### config.mk
export PLATFORM = sky130hd
export DESIGN_NAME = spike_pushback_buffer
export DESIGN_NICKNAME = d
export VERILOG_FILES = /design/src/rtl/spike_pushback_buffer.sv
export SDC_FILE = /design/constraint.sdc
export NUM_CORES = 1
export LEC_CHECK = 0
export ABC_CLOCK_PERIOD_IN_PS = 6600
export BUFFER_PORTS_ARGS = -buffer_cell sky130_fd_sc_hd__buf_2
export CAP_MARGIN = 20
export CELL_PAD_IN_SITES_DETAIL_PLACEMENT = 1
export CELL_PAD_IN_SITES_GLOBAL_PLACEMENT = 2
export CORE_MARGIN = 3
export CORE_UTILIZATION = 49
export CTS_BUF_LIST = sky130_fd_sc_hd__clkbuf_4 sky130_fd_sc_hd__clkbuf_8
export CTS_CLUSTER_SIZE = 16
export DETAILED_ROUTE_END_ITERATION = 7
export HOLD_SLACK_MARGIN = 0.02
export PLACE_DENSITY = 0.95
export SETUP_SLACK_MARGIN = 0.3
export SLEW_MARGIN = 0
export SYNTH_ARGS = -nofsm -noshare
export SYNTH_HDL_FRONTEND = slang
export SYNTH_SLANG_ARGS = --single-unit
### constraint.sdc
create_clock -name clk_i -period 6.6 [get_ports clk_i]
set_input_delay 0 -clock clk_i [delete_from_list [all_inputs] [get_ports clk_i]]
set_output_delay 0 -clock clk_i [all_outputs]
set_load 0.02 [all_outputs]
### src/rtl/spike_pushback_buffer.sv
// spike_pushback_buffer: captures output spike addresses into a first-word-fall-through
// FIFO and drains them to the host. It also counts accepted and dropped spikes for the
// current inference, and flags completion once the inference has ended and the FIFO is empty.
//
// Handshake: an event transfers on a rising clk edge when evt_valid_o && evt_ready_i.
// evt_valid_o does not depend on evt_ready_i. evt_addr_o is stable while evt_valid_o is
// high and no transfer occurs. evt_ready_i has no effect while evt_valid_o is low.
module spike_pushback_buffer #(
    parameter int M     = 8,
    parameter int DEPTH = 16,
    parameter int CNT_W = 16
) (
    input  logic                     clk_i,
    input  logic                     rst_i,
    input  logic                     spike_pushback_i,
    input  logic [M-1:0]             spike_pushback_addr_i,
    input  logic                     inference_done_i,
    input  logic                     clear_i,
    output logic                     evt_valid_o,
    input  logic                     evt_ready_i,
    output logic [M-1:0]             evt_addr_o,
    output logic [$clog2(DEPTH):0]   fifo_count_o,
    output logic [CNT_W-1:0]         spike_count_o,
    output logic [CNT_W-1:0]         drop_count_o,
    output logic                     overflow_o,
    output logic                     done_o,
    output logic [1:0]               fsm_state_o
);

    localparam int AW = $clog2(DEPTH);
    localparam logic [AW:0]      FULL_LVL = (AW+1)'(DEPTH);
    localparam logic [CNT_W-1:0] CNT_MAX  = '1;

    typedef enum logic [1:0] {
        RUN   = 2'd0,
        DRAIN = 2'd1,
        DONE  = 2'd2
    } state_t;

    state_t          state;
    state_t          state_nxt;
    logic [M-1:0]    mem [DEPTH];
    logic [AW-1:0]   wr_ptr;
    logic [AW-1:0]   rd_ptr;
    logic [AW:0]     count;
    logic            done_prev;
    logic            done_q;
    logic            full;
    logic            accept;
    logic            push;
    logic            pop;
    logic            drop;
    logic            done_rise;

    // Datapath qualifiers. A push while full is only taken when the head leaves in the same cycle.
    always_comb begin
        full        = (count == FULL_LVL);
        evt_valid_o = (count != '0);
        pop         = evt_valid_o && evt_ready_i;
        accept      = spike_pushback_i && (state != DONE);
        push        = accept && (!full || pop);
        drop        = accept && full && !pop;
        done_rise   = inference_done_i && !done_prev;
        // Gate the head so the bus reads zero when empty, since the array itself has no reset.
        evt_addr_o  = evt_valid_o ? mem[rd_ptr] : '0;
    end

    // Storage array. It needs no reset because nothing reads it while count is zero.
    always_ff @(posedge clk_i) begin
        if (!clear_i && push) begin
            mem[wr_ptr] <= spike_pushback_addr_i;
        end
    end

    // Pointers, occupancy, and the per-inference counters. A clear takes priority over any push or pop.
    always_ff @(posedge clk_i or posedge rst_i) begin
        if (rst_i) begin
            wr_ptr        <= '0;
            rd_ptr        <= '0;
            count         <= '0;
            spike_count_o <= '0;
            drop_count_o  <= '0;
            overflow_o    <= 1'b0;
        end else if (clear_i) begin
            wr_ptr        <= '0;
            rd_ptr        <= '0;
            count         <= '0;
            spike_count_o <= '0;
            drop_count_o  <= '0;
            overflow_o    <= 1'b0;
        end else begin
            if (push) begin
                wr_ptr <= wr_ptr + 1'b1;
                if (spike_count_o != CNT_MAX) begin
                    spike_count_o <= spike_count_o + 1'b1;
                end
            end
            if (pop) begin
                rd_ptr <= rd_ptr + 1'b1;
            end
            if (push && !pop) begin
                count <= count + 1'b1;
            end else if (pop && !push) begin
                count <= count - 1'b1;
            end
            if (drop) begin
                overflow_o <= 1'b1;
                if (drop_count_o != CNT_MAX) begin
                    drop_count_o <= drop_count_o + 1'b1;
                end
            end
        end
    end

    // Next-state logic for the inference lifecycle.
    always_comb begin
        state_nxt = state;
        case (state)
            RUN:     if (done_rise) state_nxt = DRAIN;
            DRAIN:   if ((count == '0) && !spike_pushback_i) state_nxt = DONE;
            DONE:    state_nxt = DONE;
            default: state_nxt = RUN;
        endcase
    end

    // State register, registered done flag, and the inference_done edge detector.
    // On a clear, the edge detector loads the live level. A level held high across the clear
    // therefore does not count as a new rising edge.
    always_ff @(posedge clk_i or posedge rst_i) begin
        if (rst_i) begin
            state     <= RUN;
            done_q    <= 1'b0;
            done_prev <= 1'b0;
        end else if (clear_i) begin
            state     <= RUN;
            done_q    <= 1'b0;
            done_prev <= inference_done_i;
        end else begin
            state     <= state_nxt;
            done_q    <= (state_nxt == DONE);
            done_prev <= inference_done_i;
        end
    end

    assign done_o       = done_q;
    assign fifo_count_o = count;
    assign fsm_state_o  = state;

endmodule

After elaboration in Yosys (flattened, before gate mapping):

Memories as Yosys holds them, arrays and structs flattened.
Cells that the tools add are included.

* memory bits (writable): 128
* input port bits: 14
* output and inout port bits: 50
* logic and storage cells: 74
* memories: 1
* register bits after elaboration: 50

Memories
* mem: depth 16, width 8, rd ports 1, clocked after memory_dff 0, write ports 1, RTL line 42 `logic [M-1:0] mem [DEPTH];`

* muxes and demuxes: 23
* reduce and logical (&&, ||, !) cells: 28
* equal/unequal tests: 7
* add/sub/neg operators: 6

Operators by type and width (number)
* $mux W16: 6
* $add A16 B1 Y16 const B: 2
* $ne A16 B16 Y1 const B: 2
* $mux W4: 4
* $mux W5: 3
* $logic_and A1 B1 Y1: 10
* $reduce_bool A2 Y1: 5
* $add A4 B1 Y4 const B: 2
* $mux W8: 1
* $logic_not A1 Y1: 6
* $mux W2: 3
* $pmux W2 S3: 1
* $add A5 B1 Y5 const B: 1
* $eq A5 B5 Y1 const B: 1
* $logic_not A5 Y1: 1
* $mux W1: 5
* $reduce_bool A5 Y1: 1
* $sub A5 B1 Y5 const B: 1
* $eq A2 B2 Y1 const B: 2
* $reduce_and A2 Y1: 2
* $reduce_bool A3 Y1: 1
* $eq A2 B1 Y1 const B: 1
* $logic_not A2 Y1: 1
* $ne A2 B2 Y1 const B: 1
* $logic_or A1 B1 Y1: 1

Longest topological paths before layout:

* word-level depth: 9
* gate-level depth with buffers: 11
* mapped depth without buffers: 10

Worst setup path before layout:

No wires, ideal clock.

* path kind: flip-flop to flip-flop
* start: register count[0] (netlist: fifo_count_o[0])
* end: register count[4] (netlist: fifo_count_o[4])
* data arrival time: 2.643 ns
* path buffers: 0
* setup time: 0.078 ns
* stages on the path, launching flop included: 11
* slack: 3.879 ns
* path through: dfrtp_1 nor4_4 or2b_1 nand2_1 nand2_1 fa_1 a21o_1 a21oi_1 nand4_1 a21o_1 a21oi_1

* cells in the longest elaborated chain, start to end: 7
* elaborated cells on any way between the ends: 16
* classes of those cells: 2 x add/sub; 1 x eq/ne; 3 x mux; 10 x reduce/logical

Ends and longest elaborated chain
* start, declared: RTL line 45 `logic [AW:0] count;`
* start signal, assigned: RTL line 102 `count <= count + 1'b1;`
* start signal, assigned: RTL line 104 `count <= count - 1'b1;`
* branches (longest 7 deep; another with $sub A5 B1 Y5)

Several ways; the timed one is not identified. The select of a mux whose other input is x is not followed.
A chain may end at the register's enable or synchronous reset.

Worst setup path after layout:

Ends and elaborated chain as after synthesis.

==> implementation parameters <==
Parameter                              Value

Clock network
  Number of buffers inserted during clock tree synthesis ... 17
  Clock root buffer ... sky130_fd_sc_hd__clkbuf_8
  # H-tree levels ... 4
  Maximum clock path buffer count ... 2
  Clock edge transition at the registers on the reported setup and hold paths ... 0.09 ns
  TritonCTS clock tree ... yes
  Post-cts resize count ... 0
  Setup Buffers After CTS ... 0
  Number of hold-repair buffers added at the cts stage ... 12
  Clock tree sinks ... 178
  Skew-Pair Late Insertion Delay ... 0.47 ns

Placement
  Post-place setup slack ... 3.37 ns
  Global placement routability congestion ... 0.769
  DP Wirelength ... 12400 µm
  Port-buffer cells ... 63

Route
  Post-route DRC violation count ... 0
  Via-per-instance ratio ... 5.86
  Initial drt markers ... 373
  Total length of routed wires ... 18800 µm
  Remaining antenna violation count ... 0
  Total via count after detailed routing ... 4772
  First-pass DRT Iterations ... 7
  Wirelength per Cell ... 23.0 µm

GRT
  Initial antenna violation count ... 0
  Number of global-route vias before repair ... 5092
  Grt ovf ... 0
  Wire length of the first global-routing pass ... 29600 µm
  Pin count of the biggest net entering global routing ... 56
  Combined global-route utilization of all metal layers ... 0.221

Layout
  Reg area ... 5100 µm²
  Multi-input logic area ... 2540 µm²
  Area growth from synthesis to layout ... 13.3%
  End-of-flow core utilization ... 0.575
  Share of cells above drive strength 1 ... 0.270
  Number of antenna cells inserted ... 0
  Fill cells ... 1526
  Number of nets in the layout ... 617

Floorplanning
  Core outline area ... 15400 µm²
  Die boundary height ... 132 µm
  Ports ... 64
  Die area ... 17500 µm²
  DIE WIDTH ... 132 µm
  Initial cell density of the core ... 0.507
  Floorplan row count ... 45

Pwr
  Leakage power total ... 3.23 nW
  Pwr Density ... 296 nW/µm²
  Total Power Consumption ... 2.62 mW
  Max VDD drop ... 0.131 mV

Critical path
  Critical path startpoint category ... flop
  Required @ worst endpoint ... 6.91 ns
  Crit Reg-Reg Startpoint ... fifo_count_o[0]$_DFFE_PP0P_
  Worst reg-to-reg path cell count ... 10
  Top Family by Delay on Critical Path ... simple AND/OR/NAND/NOR gates
  Terminus of the critical flop-to-flop path ... fifo_count_o[4]$_DFFE_PP0P_
  Cells along the critical path ... nor4_4 -> or2b_1 -> nand2_1 -> nand2_1 -> fa_1 -> a21o_1 -> a21oi_1 -> nand3_1 -> a31oi_1 -> a21oi_1
  Termination of the worst setup path ... fifo_count_o[4]$_DFFE_PP0P_
  FF-to-FF setup slack ... 3.30 ns
  Biggest cell delay along the critical path ... 0.51 ns
  Count of buffer and inverter cells on the critical path ... 0
  Critical-path top delay cell ... sky130_fd_sc_hd__fa_1
  Setup crit end kind ... flop
  Crit path max fanout ... 13
  Critical path depth in cells ... 10
  Setup crit start ... fifo_count_o[0]$_DFFE_PP0P_
  Crit Path Category ... flop to flop
  Signal arrival time at the worst endpoint ... 3.61 ns

Outcome
  Outcome ... finished, final reports clean

Synthesis
  Post-Syn Nets ... 536
  Combinational family with the most area after synthesis ... multiplexers
  Dominant synthesized flop cell ... sky130_fd_sc_hd__edfxtp_1
  Complex-gate fraction of the synthesized area ... 0.0524
  Post-synthesis instance area ... 7830 µm²
  Number of synthesized flops with an enable pin ... 128
  Multiplexer fraction of the synthesized cell area ... 0.125
  Fraction of registers with async set/reset ... 0.281
  Synth Area in XOR/XNOR ... 0.0179
  Mapped Cells ... 510
  Post-synthesis sequential area ratio ... 0.651
  Post-synthesis adder-cell area fraction ... 0.0201
  Ys Warns ... 0
  Flops & latches, synth ... 178
  Post-synthesis average cell area ... 15.3 µm²
  Area share of and/or/nand/nor cells after synthesis ... 0.109
  Netlist cell types ... 51

Timing
  Number of failing setup endpoints in the final timing report ... 0
  Slew at the pin closest to its max-slew limit ... 1.06 ns
  Setup repair after global routing missed its margin ... false
  Final worst-path cycle share ... 0.499
  Rel. slew slack ... 0.289
  Worst path setup slack after routing ... 3.30 ns
  Layout Skew ... 0.0205 ns
  Period minus WS final ... 3.30 ns
  Hold violation total from the final report ... 0
  Maximum operating frequency ... 0.303 GHz
  Setup Total Neg Slack ... 0 ns
  Final-report max-slew violation count ... 0
  Worst hold margin ... 0.139 ns

Job
  Max capacitance violation total ... 0

Min path
  Kind of path behind the tightest hold check ... input port to flop
registers in the layout, indices dropped and copies added (netlist names):
signal	count
mem	128
drop_count_o	16
spike_count_o	16
fifo_count_o	5
rd_ptr	4
wr_ptr	4
fsm_state_o	2
done_o	1
done_prev	1
overflow_o	1
how the worst min path moves through the flow:
stage	startpoint	endpoint	slack [ns]	depth (start not counted)
2_1_floorplan	inference_done_i	done_prev$_DFF_PP0_	0.03	0
3_5_place_dp	inference_done_i	done_prev$_DFF_PP0_	0.14	1
5_1_grt	clear_i	drop_count_o[6]$_DFFE_PP0P_	0.15	3
3_3_place_gp	inference_done_i	done_prev$_DFF_PP0_	0.14	1
4_1_cts	clear_i	drop_count_o[2]$_DFFE_PP0P_	0.11	3
6_report	clear_i	drop_count_o[10]$_DFFE_PP0P_	0.14	3
placed cells by master, fill, tap and decap left out, types with 16 or more instances in the layout:
master,count
sky130_fd_sc_hd__and2_1,16
sky130_fd_sc_hd__dfrtp_1,49
sky130_fd_sc_hd__mux4_2,40
sky130_fd_sc_hd__edfxtp_1,128
sky130_fd_sc_hd__o21ai_0,17
sky130_fd_sc_hd__buf_2,68
sky130_fd_sc_hd__nand2_1,22
sky130_fd_sc_hd__clkbuf_8,18
sky130_fd_sc_hd__nor2_1,33
sky130_fd_sc_hd__a21oi_1,24
sky130_fd_sc_hd__nand3_1,16
tightest hold or removal path: stages:
cell and delay [ns]:
sky130_fd_sc_hd__buf_2 0.10, sky130_fd_sc_hd__buf_4 0.30, sky130_fd_sc_hd__nor2_1 0.16
cell type report:
type	count	area share
clock buffers	20	0.0296
clock inverters	12	0.0135
inverters	13	0.00550
multi-input cells	293	0.286
flip-flops and latches	178	0.575
well taps	211	0.0298
repair buffers	88	0.0604
synth_stat cells, drive strengths merged, types with 2 or more instances:
cell type	n	area [µm²]
or4	5	37.5
xnor2	5	43.8
nand2b	2	12.5
a21oi	24	120
mux4	40	901
nor2	33	124
clkbuf	16	60.1
inv	13	48.8
or3	14	87.6
mux2	6	67.6
a31oi	2	12.5
a211oi	2	20.0
nand2	22	82.6
o31ai	5	37.5
and4	3	26.3
o21ai	18	101
nand3b	2	15.0
nor4	2	27.5
a21o	2	15.0
and3	6	37.5
nor2b	7	43.8
xor2	11	96.3
and2	16	100
or2	2	12.5
o211ai	4	30.0
buf	10	85.1
nand3	17	97.6
nor3b	2	15.0
edfxtp	128	3840
dfrtp	50	1250
ha	11	138
nand4	8	50.1
nor3	10	50.1
power by group:
part           internal [mW]  total, mW  switching, mW
Clock                  0.326      0.735          0.408
Sequential              1.23       1.28         0.0462
Combinational          0.271      0.608          0.337
routing by layer:
metal  share of wire  vias up  track usage
met5               0        -            0
met4           0.019        0       0.0716
li1                -     2124            -
met3           0.043       27       0.0424
met1            0.42     2502        0.287
met2            0.52      119        0.378
through the flow:
| step | cells | cell area [µm²] |
|---|---|---|
| floorplan | 510 | 7830 |
| global placement | 761 | 8290 |
| detailed placement | 762 | 8290 |
| CTS | 806 | 8800 |
| global route | 815 | 8870 |
| finish | 815 | 8870 |
kinds of logic (layout without fill, tap and decap cells):
family | count (synthesis) | after routing
AO/OA/AOI/OAI | 63 | 63
XOR/XNOR | 16 | 16
adder cells (fa/ha/maj) | 12 | 12
buffers and inverters | 39 | 133
flip-flops | 178 | 178
multiplexers | 47 | 47
AND/OR/NAND/NOR | 155 | 155
No activity file was read; power rests on OpenSTA's default activity.
